`src/rtl/mmu_pkg.sv`:
```
// Shared definitions for the MMU/TLB front end: address split, PTE bit
// positions, FSM state encoding and the TLB entry payload.
package mmu_pkg;

    localparam int unsigned ADDR_W    = 32;
    localparam int unsigned PAGE_BITS = 12;
    localparam int unsigned VPN_BITS  = ADDR_W - PAGE_BITS;

    // PTE layout: [31:PAGE_BITS] PPN, [PTE_W] writable, [PTE_V] valid
    localparam int unsigned PTE_V = 0;
    localparam int unsigned PTE_W = 1;

    typedef enum logic [2:0] {
        ST_IDLE       = 3'd0,
        ST_LOOKUP     = 3'd1,
        ST_WALK_REQ   = 3'd2,
        ST_WALK_WAIT  = 3'd3,
        ST_ISSUE      = 3'd4,
        ST_WAIT_CACHE = 3'd5,
        ST_DONE       = 3'd6,
        ST_FAULT      = 3'd7
    } mmu_state_e;

    typedef struct packed {
        logic                valid;
        logic                writable;
        logic [VPN_BITS-1:0] vpn;
        logic [VPN_BITS-1:0] ppn;
    } tlb_entry_t;

endpackage

```
`src/rtl/mmu_tlb_array.sv`:
```
// Fully-associative TLB storage.
// Ports: lookup_vpn_i -> hit_c_o/hit_ppn_c_o/hit_w_c_o (combinational compare,
// lowest index wins); fill_i writes the victim entry; flush_i clears all valid
// bits and the round-robin pointer (flush has priority over fill).
module tlb_array
    import mmu_pkg::*;
#(
    parameter int unsigned ENTRIES = 8
) (
    input  logic                clk,
    input  logic                rst_n,
    input  logic [VPN_BITS-1:0] lookup_vpn_i,
    output logic                hit_c_o,
    output logic [VPN_BITS-1:0] hit_ppn_c_o,
    output logic                hit_w_c_o,
    input  logic                fill_i,
    input  logic [VPN_BITS-1:0] fill_vpn_i,
    input  logic [VPN_BITS-1:0] fill_ppn_i,
    input  logic                fill_w_i,
    input  logic                flush_i
);

    localparam int unsigned IDX_W = (ENTRIES > 1) ? $clog2(ENTRIES) : 1;

    tlb_entry_t       entry_q [ENTRIES];
    logic [IDX_W-1:0] rr_q;
    logic [IDX_W-1:0] free_idx;
    logic [IDX_W-1:0] victim_idx;
    logic             have_free;

    // Parallel compare; scanning downward lets the lowest matching index win.
    always_comb begin
        hit_c_o     = 1'b0;
        hit_ppn_c_o = '0;
        hit_w_c_o   = 1'b0;
        for (int i = int'(ENTRIES) - 1; i >= 0; i--) begin
            if (entry_q[i].valid && (entry_q[i].vpn == lookup_vpn_i)) begin
                hit_c_o     = 1'b1;
                hit_ppn_c_o = entry_q[i].ppn;
                hit_w_c_o   = entry_q[i].writable;
            end
        end
    end

    // Victim: lowest invalid entry, else the round-robin slot.
    always_comb begin
        have_free = 1'b0;
        free_idx  = '0;
        for (int i = int'(ENTRIES) - 1; i >= 0; i--) begin
            if (!entry_q[i].valid) begin
                have_free = 1'b1;
                free_idx  = IDX_W'(i);
            end
        end
        victim_idx = have_free ? free_idx : rr_q;
    end

    // Entry storage and rr pointer; rr only advances when an entry is evicted.
    always_ff @(posedge clk or negedge rst_n) begin
        if (!rst_n) begin
            rr_q <= '0;
            for (int i = 0; i < int'(ENTRIES); i++) begin
                entry_q[i] <= '0;
            end
        end else if (flush_i) begin
            rr_q <= '0;
            for (int i = 0; i < int'(ENTRIES); i++) begin
                entry_q[i].valid <= 1'b0;
            end
        end else if (fill_i) begin
            entry_q[victim_idx] <= '{valid: 1'b1, writable: fill_w_i,
                                     vpn: fill_vpn_i, ppn: fill_ppn_i};
            if (!have_free) begin
                rr_q <= rr_q + IDX_W'(1);
            end
        end
    end

endmodule

```
`src/rtl/mmu_tlb.sv`:
```
// Virtual-to-physical translation stage in front of cache_controller.
// CPU side: cpu_req/cpu_we/cpu_vaddr/cpu_wdata in, cpu_busy/cpu_done/cpu_fault
// and pass-through cpu_rdata out. Walker side: ptbr, tlb_flush, pte_addr,
// pte_read_req, pte_data_in, pte_ready. Cache side: phy_addr, data_from_cpu,
// read_mem/write_mem pulses, cache_ready_stall, cache_data_to_cpu.
module mmu_tlb
    import mmu_pkg::*;
#(
    parameter int unsigned TLB_ENTRIES = 8
) (
    input  logic              clk,
    input  logic              rst_n,
    input  logic              cpu_req,
    input  logic              cpu_we,
    input  logic [ADDR_W-1:0] cpu_vaddr,
    input  logic [31:0]       cpu_wdata,
    output logic              cpu_busy,
    output logic              cpu_done,
    output logic              cpu_fault,
    output logic [31:0]       cpu_rdata,
    input  logic [ADDR_W-1:0] ptbr,
    input  logic              tlb_flush,
    output logic [ADDR_W-1:0] pte_addr,
    output logic              pte_read_req,
    input  logic [31:0]       pte_data_in,
    input  logic              pte_ready,
    output logic [ADDR_W-1:0] phy_addr,
    output logic [31:0]       data_from_cpu,
    output logic              read_mem,
    output logic              write_mem,
    input  logic              cache_ready_stall,
    input  logic [31:0]       cache_data_to_cpu
);

    mmu_state_e          state_q, state_d;
    logic [ADDR_W-1:0]   vaddr_q;
    logic [31:0]         wdata_q;
    logic                we_q;
    logic [ADDR_W-1:0]   phy_addr_q;
    logic [ADDR_W-1:0]   pte_addr_q;
    logic                busy_q, done_q, fault_q, pte_req_q, rd_q, wr_q;
    logic                fill_c;
    logic [VPN_BITS-1:0] vpn;
    logic                hit_c;
    logic [VPN_BITS-1:0] hit_ppn_c;
    logic                hit_w_c;
    logic                unused_pte_bits;

    assign vpn             = vaddr_q[ADDR_W-1:PAGE_BITS];
    assign unused_pte_bits = ^pte_data_in[PAGE_BITS-1:PTE_W+1];

    tlb_array #(
        .ENTRIES (TLB_ENTRIES)
    ) u_tlb (
        .clk          (clk),
        .rst_n        (rst_n),
        .lookup_vpn_i (vpn),
        .hit_c_o      (hit_c),
        .hit_ppn_c_o  (hit_ppn_c),
        .hit_w_c_o    (hit_w_c),
        .fill_i       (fill_c),
        .fill_vpn_i   (vpn),
        .fill_ppn_i   (pte_data_in[ADDR_W-1:PAGE_BITS]),
        .fill_w_i     (pte_data_in[PTE_W]),
        .flush_i      (tlb_flush)
    );

    // State register
    always_ff @(posedge clk or negedge rst_n) begin
        if (!rst_n) begin
            state_q <= ST_IDLE;
        end else begin
            state_q <= state_d;
        end
    end

    // Next-state logic and TLB fill strobe
    always_comb begin
        state_d = state_q;
        fill_c  = 1'b0;
        case (state_q)
            ST_IDLE: begin
                if (cpu_req) state_d = ST_LOOKUP;
            end
            ST_LOOKUP: begin
                if (!hit_c)                 state_d = ST_WALK_REQ;
                else if (we_q && !hit_w_c)  state_d = ST_FAULT;
                else                        state_d = ST_ISSUE;
            end
            ST_WALK_REQ: state_d = ST_WALK_WAIT;
            ST_WALK_WAIT: begin
                if (pte_ready) begin
                    if (!pte_data_in[PTE_V]) begin
                        state_d = ST_FAULT;
                    end else begin
                        // A coincident flush drops the fill; the retry misses and re-walks.
                        state_d = ST_LOOKUP;
                        fill_c  = !tlb_flush;
                    end
                end
            end
            ST_ISSUE: begin
                if (!cache_ready_stall) state_d = ST_WAIT_CACHE;
            end
            ST_WAIT_CACHE: begin
                // Skip the cycle carrying the request pulse so the cache can raise stall.
                if (!(rd_q || wr_q) && !cache_ready_stall) state_d = ST_DONE;
            end
            ST_DONE:  state_d = ST_IDLE;
            ST_FAULT: state_d = ST_IDLE;
            default:  state_d = ST_IDLE;
        endcase
    end

    // Request latches, translated/PTE addresses and registered output strobes
    always_ff @(posedge clk or negedge rst_n) begin
        if (!rst_n) begin
            vaddr_q    <= '0;
            wdata_q    <= '0;
            we_q       <= 1'b0;
            phy_addr_q <= '0;
            pte_addr_q <= '0;
            busy_q     <= 1'b0;
            done_q     <= 1'b0;
            fault_q    <= 1'b0;
            pte_req_q  <= 1'b0;
            rd_q       <= 1'b0;
            wr_q       <= 1'b0;
        end else begin
            if (state_q == ST_IDLE && cpu_req) begin
                vaddr_q <= cpu_vaddr;
                wdata_q <= cpu_wdata;
                we_q    <= cpu_we;
            end
            if (state_q == ST_LOOKUP) begin
                if (hit_c) phy_addr_q <= {hit_ppn_c, vaddr_q[PAGE_BITS-1:0]};
                else       pte_addr_q <= ptbr + ADDR_W'({vpn, 2'b00});
            end
            busy_q    <= (state_d != ST_IDLE);
            done_q    <= (state_d == ST_DONE);
            fault_q   <= (state_d == ST_FAULT);
            pte_req_q <= (state_d == ST_WALK_REQ);
            rd_q      <= (state_q == ST_ISSUE) && !cache_ready_stall && !we_q;
            wr_q      <= (state_q == ST_ISSUE) && !cache_ready_stall &&  we_q;
        end
    end

    assign cpu_busy      = busy_q;
    assign cpu_done      = done_q;
    assign cpu_fault     = fault_q;
    assign cpu_rdata     = cache_data_to_cpu;
    assign pte_addr      = pte_addr_q;
    assign pte_read_req  = pte_req_q;
    assign phy_addr      = phy_addr_q;
    assign data_from_cpu = wdata_q;
    assign read_mem      = rd_q;
    assign write_mem     = wr_q;

endmodule
```
`config.mk`:
```
export PLATFORM = sky130hd
export DESIGN_NAME = mmu_tlb
export DESIGN_NICKNAME = d
export VERILOG_FILES = /design/src/rtl/mmu_pkg.sv /design/src/rtl/mmu_tlb_array.sv /design/src/rtl/mmu_tlb.sv
export SDC_FILE = /design/constraint.sdc
export NUM_CORES = 1
export LEC_CHECK = 0
export CORE_MARGIN = 2
export CORE_UTILIZATION = 35
export CTS_BUF_LIST = sky130_fd_sc_hd__clkbuf_8
export DETAILED_ROUTE_END_ITERATION = 8
export PLACE_DENSITY_LB_ADDON = 0.05
export SETUP_SLACK_MARGIN = 0.02
export SYNTH_ARGS = -nofsm -noshare
export SYNTH_HDL_FRONTEND = slang
export SYNTH_SLANG_ARGS = --single-unit
```
`constraint.sdc`:
```
create_clock -name clk -period 5.4 [get_ports clk]
set_clock_uncertainty 0.1 [all_clocks]
set_input_delay 1.08 -clock clk [delete_from_list [all_inputs] [get_ports clk]]
set_output_delay 1.08 -clock clk [all_outputs]
set_load 0.01 [all_outputs]
```
======== Word level (Yosys, flattened, before mapping) ========
Cells that the tools add are included.
cells by class
  multiplexer cells ....................... 67
  $add $sub $neg .......................... 2
  reduce and logical (&&, ||, !) cells .... 29
  $lt $le $gt $ge ......................... 2
  equality and inequality tests ........... 19
  bitwise operators ....................... 3
operators by type and width
  cell                 number
  $bwmux 336           1
  $mux 336             1
  $eq 20x20->1         8
  $mux 20              8
  $demux 42 s3         1
  $mux 3               18
  $mux 42              1
  $mux 1               35
  $add 32x22->32       1
  $pmux 3 s7           1
  $eq 3x3->1 const B   6
  $logic_and 1x1->1    15
  $eq 3x2->1 const B   3
  $reduce_and 2->1     4
  $logic_not 1->1      5
  $ge 4x4->1 const B   1
  $lt 4x1->1 const B   1
  $not 3->4            1
  $add 3x1->3 const B  1
  $eq 3x1->1 const B   1
  $logic_not 3->1      1
  $reduce_bool 3->1    1
  $mux 2               1
  $ne 2x2->1 const B   1
  4 further kinds      5
storage, ports and cells
  input bits .............................. 167
  flip-flop bits (word level) ............. 477

======== Depth between registers and ports, before layout ========
Gate-level depths: netlist of run 1.
  depth after elaboration ................. 17
  mapped depth ............................ 13

======== Modules after synthesis ========
Synthesis of run 1 repeated with hierarchy kept, for this count alone.
second synthesis, totals
  cells, all modules ...................... 1887
  area, all modules ....................... 23314.9 µm²
by module, submodules not included
  module     times used  sequential area each (µm²)  area each (µm²)  cells an instance
  tlb_array  1           8483.1                      16625.9          1302
  mmu_tlb    1           3453.3                      6688.9           585

======== Least setup slack after synthesis of run 1 ========
OpenSTA, ideal clock, no wires.
  path kind ............................... input -> register
  start ................................... input port ptbr[2]
  end ..................................... register pte_addr_q[24] (netlist: pte_addr[24])
  cell stages on the path ................. 12
  setup time .............................. 0.083 ns
  required time ........................... 5.217 ns
  slack ................................... 1.730 ns
  buffers on the path ..................... 0
  data arrival time ....................... 3.487 ns
  cells stage by stage .................... ha_1 inv_1 fa_1 nor2b_1 o31a_1 o211a_1 a2111oi_2 o311a_1 a2111oi_2 o311ai_1 xor2_1 o21ai_0
between the ends
  longest elaborated chain between the ends .. 1
ends and longest elaborated chain
  element                 line            source
  start: declaration      mmu_tlb.sv:21   input logic [ADDR_W-1:0] ptbr,
  $add 32x22->32          mmu_tlb.sv:137  else pte_addr_q <= ptbr + ADDR_W'({vpn, 2'b00});
  end signal: assignment  mmu_tlb.sv:137
  end: declaration        mmu_tlb.sv:40   logic [ADDR_W-1:0] pte_addr_q;
Every way passes these cells.
A chain may end at the register's enable or synchronous reset.

======== Final worst setup path of run 1 ========
  start ................................... register vaddr_q[18]
  end ..................................... register busy_q (netlist: cpu_busy)
between the ends
  longest elaborated chain between the ends .. 16
  elaborated cells between the ends (all ways) .. 38
  those cells by class .................... 8 x eq/ne; 19 x mux; 11 x reduce/logical
ends and longest elaborated chain
  element                   line                 source
  start: declaration        mmu_tlb.sv:36        logic [ADDR_W-1:0] vaddr_q;
  start signal: assignment  mmu_tlb.sv:131       vaddr_q <= cpu_vaddr;
  $eq 20x20->1              mmu_tlb_array.sv:37  if (entry_q[i].valid && (entry_q[i].vpn == lookup_vpn_i)) begin
  $logic_and 1x1->1         mmu_tlb_array.sv:37
  $mux 1 (8 in series)      mmu_tlb_array.sv:37
  $logic_not 1->1           mmu_tlb.sv:87        else if (we_q && !hit_w_c) state_d = ST_FAULT;
  $logic_and 1x1->1         mmu_tlb.sv:87
  $mux 2                    mmu_tlb.sv:87
  $mux 3 *                  mmu_tlb.sv:86        if (!hit_c) state_d = ST_WALK_REQ;
  $pmux 3 s7 *              mmu_tlb.sv:81        case (state_q)
  via state_d[1]            mmu_tlb.sv:35        mmu_state_e state_q, state_d;
  $reduce_bool 3->1 *       mmu_tlb.sv:139       busy_q <= (state_d != ST_IDLE);
  end signal: assignment    mmu_tlb.sv:139
  end: declaration          mmu_tlb.sv:41        logic busy_q, done_q, fault_q, pte_req_q, rd_q, wr_q;
The timed path passes the listed nets; every way through them passes the cells marked *.

==> flow_metrics.tcl, run 1 <==
set metrics [dict create \
    die-area_um2 66600 \
    synth-main-ff-cell "dfrtp_1" \
    dieWidth_um 258 \
    drt_iter0_drc 743 \
    rr_endpoint "cpu_busy" \
    synth_edf_count 0 \
    cts_root_buf "clkbuf_8" \
    gp_congestion 0.796 \
    wl_met1_um 29600 \
    period_needed_ps 4060 \
    placed_cells 2796 \
    cp_num_buf_inv 3 \
    critPathLaunch "vaddr_q[18]" \
    rows 93 \
    grt_overflow 0 \
    rsz0062_at_grt "no" \
    crit_required_ps 5840 \
    muxShareOfSynthArea_pct 20.6 \
    worstSkewPairLatency_ps 660 \
    crit_arrival_ps 4500 \
    worst_slack_ps 1340 \
    vias 14816 \
    cp_cell_sequence "buf_4 > xnor2_1 > nand4_1 > nor4_1 > nand4_1 > nand2_1 > buf_4 > or4_2 > buf_12 > nand3_1 > or3_1 > nand3b_1" \
    place_area_um2 25700 \
    multiInputGateArea_um2 9720 \
    antenna_found_initial 4 \
    setup_viol 0 \
    cp-endpoint "cpu_busy" \
    syn-num-nets 2004 \
    startpoint_type "flop" \
    grt_max_degree 111 \
    crit_family "simple AND/OR/NAND/NOR gates" \
    ant_nets 0 \
    reg2reg_depth 12 \
    routed_wl_um 61900 \
    vias_per_cell 5.04 \
    crit_path_max_incr_delay_ps 920 \
    routed-wl-met3_um 3000 \
    first_pass_iters 5 \
    cp.depth 12 \
    status "completed" \
    peakVddDrop_mv 0.163 \
    r2r-start "vaddr_q[18]" \
    clockBufferDepth 3 \
    synth-compound-area-share_pct 7.18 \
    post_synth_num_cell_types 61 \
    floorplan.core_area_um2 64100 \
    yosysSeqAreaShare_pct 52.8 \
    dr_wl_met2_um 27800 \
    tns_ps 0 \
    highest_layer "met5" \
    ys.warnings.count 0 \
    slew_viol_final 0 \
    leakage_uw 0.0127 \
    nets 2218 \
    cts_resized 0 \
    cp_slowest_cell "dfrtp_1" \
    dp.final_hpwl_um 40200 \
    fin_crit_sh_pct 75.2 \
    h-tree-depth 3 \
    crit_type "reg2reg" \
    area.growth.synth_to_final_pct 20.6 \
    post-cts-setup-buffers 0 \
    register_area_um2 11900 \
    synthSimpleGateAreaFrac_pct 6.56 \
    synth_fa_ha_area_share_pct 1.25 \
    reg2reg_slack_ps 1340 \
    path_clk_slew_ps 60 \
    n_fill_cell 6074 \
    clock_sinks 477 \
    grt_usage_pct 18.9 \
    relSlewSlack_pct 27.8 \
    crit_fanout 59 \
    remaining_drc_errors 0 \
    wl_per_cell_um 21.0 \
    grt_pass1_vias 15641 \
    tightest_slew_ps 1080 \
    avgSynthCellArea_um2 12.5 \
    hp-class "in2async" \
    ioPinCount 301 \
    holdBufCountCts 0 \
    ys_ff_latch 477 \
    syn_area_um2 22600 \
    synth_top_family_by_area "multiplexers" \
    cellPowerDensity_nw_per_um2 430 \
    fp.dieH_um 258 \
    hold_viol 0 \
    preCtsSetupSlack_ps 778 \
    io_buffers 226 \
    numCtsBuffers 86 \
    drv_cap 0 \
    cts_tree "done" \
    initial_utilization_pct 35.2 \
    drive_above_1_share_pct 30.5 \
    finalInstanceArea_um2 27300 \
    async_flop_share_pct 100 \
    stdcell_count 2941 \
    synthXorXnorAreaFrac_pct 7.21 \
    netlist_instances 1815 \
    fmax_mhz 246 \
    grt_pass1_wl_um 96300 \
    end_kind "flop" \
]
## metrics by stage
stage / hold slack [ps] / total power [uW] / utilization (%)
after global routing: 406 / 12600 / 42.5
final: 377 / 11700 / 42.5
after CTS: 384 / 12000 / 42.5
after detailed placement: 371 / 8650 / 40.0
after floorplan: 373 / 7120 / -
after global placement: 355 / 8600 / 40.0
## how the worst min path moves through the flow
stage / startpoint / to / slack, ps / depth (start not counted)
global route: pte_addr[9] / pte_addr[9] / 410 / 2
detailed placement: pte_addr[11] / pte_addr[11] / 370 / 2
CTS: pte_addr[11] / pte_addr[11] / 380 / 2
finish: rst_n / u_tlb.entry_q[317] / 380 / 1
floorplan: u_tlb.entry_q[208] / u_tlb.entry_q[208] / 370 / 1
global placement: pte_addr[11] / pte_addr[11] / 350 / 2
## layout by cell type, fill, tap and decap left out, types with 37 or more instances in the layout
cell / count
o21ai_0: 63
mux2_2: 399
clkdlybuf4s50_1: 225
xnor2_1: 95
nor2_1: 83
inv_1: 68
nand2_1: 70
o221a_2: 37
xor2_1: 91
buf_4: 49
clkbuf_8: 105
dfrtp_1: 477
## metal layers
layer,track usage [%],up-vias
met4,6.13,2
met1,26.3,7541
met2,29.5,346
met5,0,-
met3,3.59,96
li1,-,6831
## cells by family (layout without fill, tap and decap cells)
logic type      Yosys count  count (layout)
mux                     410             410
compound gates          221             221
fa+ha+maj                22              22
flops                   477             477
buf+inv                 193             462
simple gates            306             306
xor+xnor                186             186
other cells               0               2
## power breakdown
group          total [uW]  internal, uW  switching [uW]
combinational        3610          1870            1740
clock                3220          1730            1490
sequential           4910          4200             706
## cell usage after synthesis, drive strengths merged (4+ instances only)
cell,number,share of area [%]
nand3,37,0.82
a21o,6,0.20
or3,4,0.11
nor2,84,1.4
or2,4,0.11
clkbuf,52,0.86
inv,36,0.60
o221a,38,1.9
ha,21,1.2
o21bai,4,0.13
o21ai,65,1.4
a31oi,6,0.17
xnor2,95,3.7
o31ai,23,0.76
nand2b,8,0.22
xor2,91,3.5
a211oi,7,0.25
nor2b,5,0.14
and2,9,0.25
buf,105,3.0
a21oi,31,0.69
a221oi,21,0.81
nor4,21,0.61
dfrtp,477,53
nor3,19,0.42
nand4,30,0.83
mux2,408,20
nand2,72,1.2
## worst reg2reg max path, cell delays in order, from the launching register on
cell	delay [ps]
dfrtp_1	920
buf_4	300
xnor2_1	140
nand4_1	110
nor4_1	440
nand4_1	330
nand2_1	180
buf_4	330
or4_2	220
buf_12	230
nand3_1	150
or3_1	350
nand3b_1	160
## cell type report
| cell class | count | share of cell area [%] |
|---|---|---|
| Tap cell | 855 | 3.92 |
| Clock inverter | 38 | 0.587 |
| Multi-Input combinational cell | 1145 | 35.6 |
| Antenna cell | 2 | 0.0184 |
| Sequential cell | 477 | 43.8 |
| Clock buffer | 105 | 5.30 |
| Timing Repair Buffer | 283 | 10.3 |
| Inverter | 36 | 0.496 |
## flip-flops by register name, indices dropped and copies added, names as in the netlist
register	count
pte_read_req	1
we_q	1
cpu_busy	1
u_tlb.rr_q	3
cpu_done	1
data_from_cpu	32
write_mem	1
cpu_fault	1
phy_addr	32
vaddr_q	32
read_mem	1
u_tlb.entry_q	336
pte_addr	32
state_q	3
Power figures use the tool's default switching activity.
==> run 2, diff against run 1 <==
Clock period 5.4 ns to 3.85 ns, I/O delays scaled along.
==> run 2 against run 1 <==
Compared with the run above: register-to-register slack worse by 1100 ps; clock-buffer cell count up 7; final cell count up 2.6%; first-iteration DRC count up 3.6%; critical endpoint is now pte_addr[24]; largest power group unchanged.
==> flow_metrics.tcl, run 2 (same netlist as run 1, synthesis figures left out) <==
set metrics [dict create \
    status "completed" \
    path_clk_slew_ps 60 \
    initial_utilization_pct 35.2 \
    post-cts-setup-buffers 0 \
    drive_above_1_share_pct 33.0 \
    ioPinCount 301 \
    use_met2_pct 29.9 \
    crit_arrival_ps 4080 \
    end_kind "flop" \
    dp.final_hpwl_um 42600 \
    period_needed_ps 3580 \
    cp_num_buf_inv 2 \
    grt_overflow 0 \
    reg2reg_slack_ps 270 \
    hp-class "in2async" \
    remaining_drc_errors 0 \
    tns_ps 0 \
    nets 2280 \
    first_pass_iters 5 \
    grt_use_met1_pct 27.5 \
    crit_required_ps 4340 \
    holdBufCountCts 0 \
    numCtsBuffers 89 \
    reg2reg_depth 13 \
    worst_slack_ps 266 \
    cp.depth 13 \
    slew_viol_final 0 \
    floorplan.core_area_um2 64100 \
    rr_endpoint "pte_addr[24]" \
    cp_cell_sequence "ha_1 > inv_1 > fa_1 > nor2b_1 > o31a_1 > o211a_1 > a2111oi_2 > o311a_1 > a2111oi_2 > buf_4 > o311ai_1 > xor2_1 > o21ai_0" \
    cellPowerDensity_nw_per_um2 613 \
    leakage_uw 0.0131 \
    worstSkewPairLatency_ps 680 \
    grt_pass1_wl_um 97700 \
    drv_cap 0 \
    wl_per_cell_um 21.2 \
    r2r-start "vaddr_q[12]" \
    tightest_slew_ps 835 \
    cts_tree "done" \
    grt-busiest-layer "met2" \
    layout_commonest_cell "dfrtp_1" \
    gp_congestion 0.785 \
    dieWidth_um 258 \
    antenna_found_initial 1 \
    die-area_um2 66600 \
    relSlewSlack_pct 44.3 \
    grt_max_degree 88 \
    crit_family "compound AO/OA/AOI/OAI gates" \
    met3_usage_pct 3.14 \
    preCtsSetupSlack_ps -241 \
    startpoint_type "flop" \
    cts_root_buf "clkbuf_8" \
    crit_fanout 5 \
    fin_crit_sh_pct 93.1 \
    clock_sinks 477 \
    area.growth.synth_to_final_pct 24.1 \
    ant_nets 0 \
    rows 93 \
    vias_per_cell 5.01 \
    setup_viol 0 \
    drt_iter0_drc 770 \
    grt_pass1_vias 15692 \
    hold_viol 0 \
    vias 15130 \
    fp.dieH_um 258 \
    largest_reg_flops 336 \
    fmax_mhz 279 \
    routed_wl_um 63900 \
    grt_usage_pct 19.2 \
    crit_type "reg2reg" \
    clockBufferDepth 3 \
    top_register "u_tlb.entry_q" \
    peakVddDrop_mv 0.217 \
    crit_path_max_incr_delay_ps 660 \
    crit_path_frequent_cell "a2111oi_2" \
    h-tree-depth 3 \
    rsz0062_at_grt "no" \
    layout_common_cells "dfrtp_1, mux2_2, clkdlybuf4s50_1" \
    cp_slowest_cell "dfrtp_1" \
    io_buffers 226 \
]
==> run 2: repair_timing <==
action	4_1_cts	5_1_grt
hold endpoints to repair	0	0
gates resized for setup	0	3
endpoints found under the setup margin	0	11
==> run 2: cell type report <==
| cell class | instances | area (um^2) |
|---|---|---|
| repair buffers | 342 | 3400 |
| multi-input cells | 1145 | 9720 |
| inverters | 36 | 135 |
| fillers | 5997 | 36100 |
| diodes | 3 | 7.51 |
| clock inverters | 48 | 218 |
| flip-flops and latches | 477 | 11900 |
| clock buffers | 112 | 1540 |
| well taps | 855 | 1070 |
==> run 2: stage by stage <==
step           utilization [%]  instance area, um^2  cells  hold WS (ps)  total power, uW
3_5_place_dp              41.0                26300   2855           357            12500
2_1_floorplan                -                22600   1815           373             9990
4_1_cts                   43.7                28000   3015          31.3            17500
5_1_grt                   43.7                28000   3018          78.9            18300
6_report                  43.7                28000   3018          62.6            17200
3_3_place_gp              41.0                26300   2855           355            12400
==> run 2: metal layers <==
metal | up-vias | share of wire (%) | wire length [um]
li1 | 6971 | - | -
met1 | 7725 | 49 | 31300
met2 | 341 | 45 | 28700
met3 | 93 | 4.2 | 2690
met4 | 0 | 1.9 | 1220
met5 | - | 0 | 0
==> run 2: power breakdown <==
part | total, uW | switching [uW] | internal, uW | leakage [uW]
clock | 4820 | 2210 | 2610 | 0.00103
combinational | 5590 | 2690 | 2900 | 0.00565
sequential | 6770 | 862 | 5900 | 0.00639
total | 17200 | 5760 | 11400 | 0.0131
==> run 2: worst max path at each step <==
stage	startpoint	endpoint	slack (ps)
floorplan	ptbr[2]	pte_addr[24]	490
global placement	ptbr[2]	pte_addr[24]	-170
detailed placement	ptbr[2]	pte_addr[24]	-240
CTS	vaddr_q[23]	pte_addr[25]	120
global route	vaddr_q[15]	cpu_busy	60
finish	vaddr_q[12]	pte_addr[24]	270
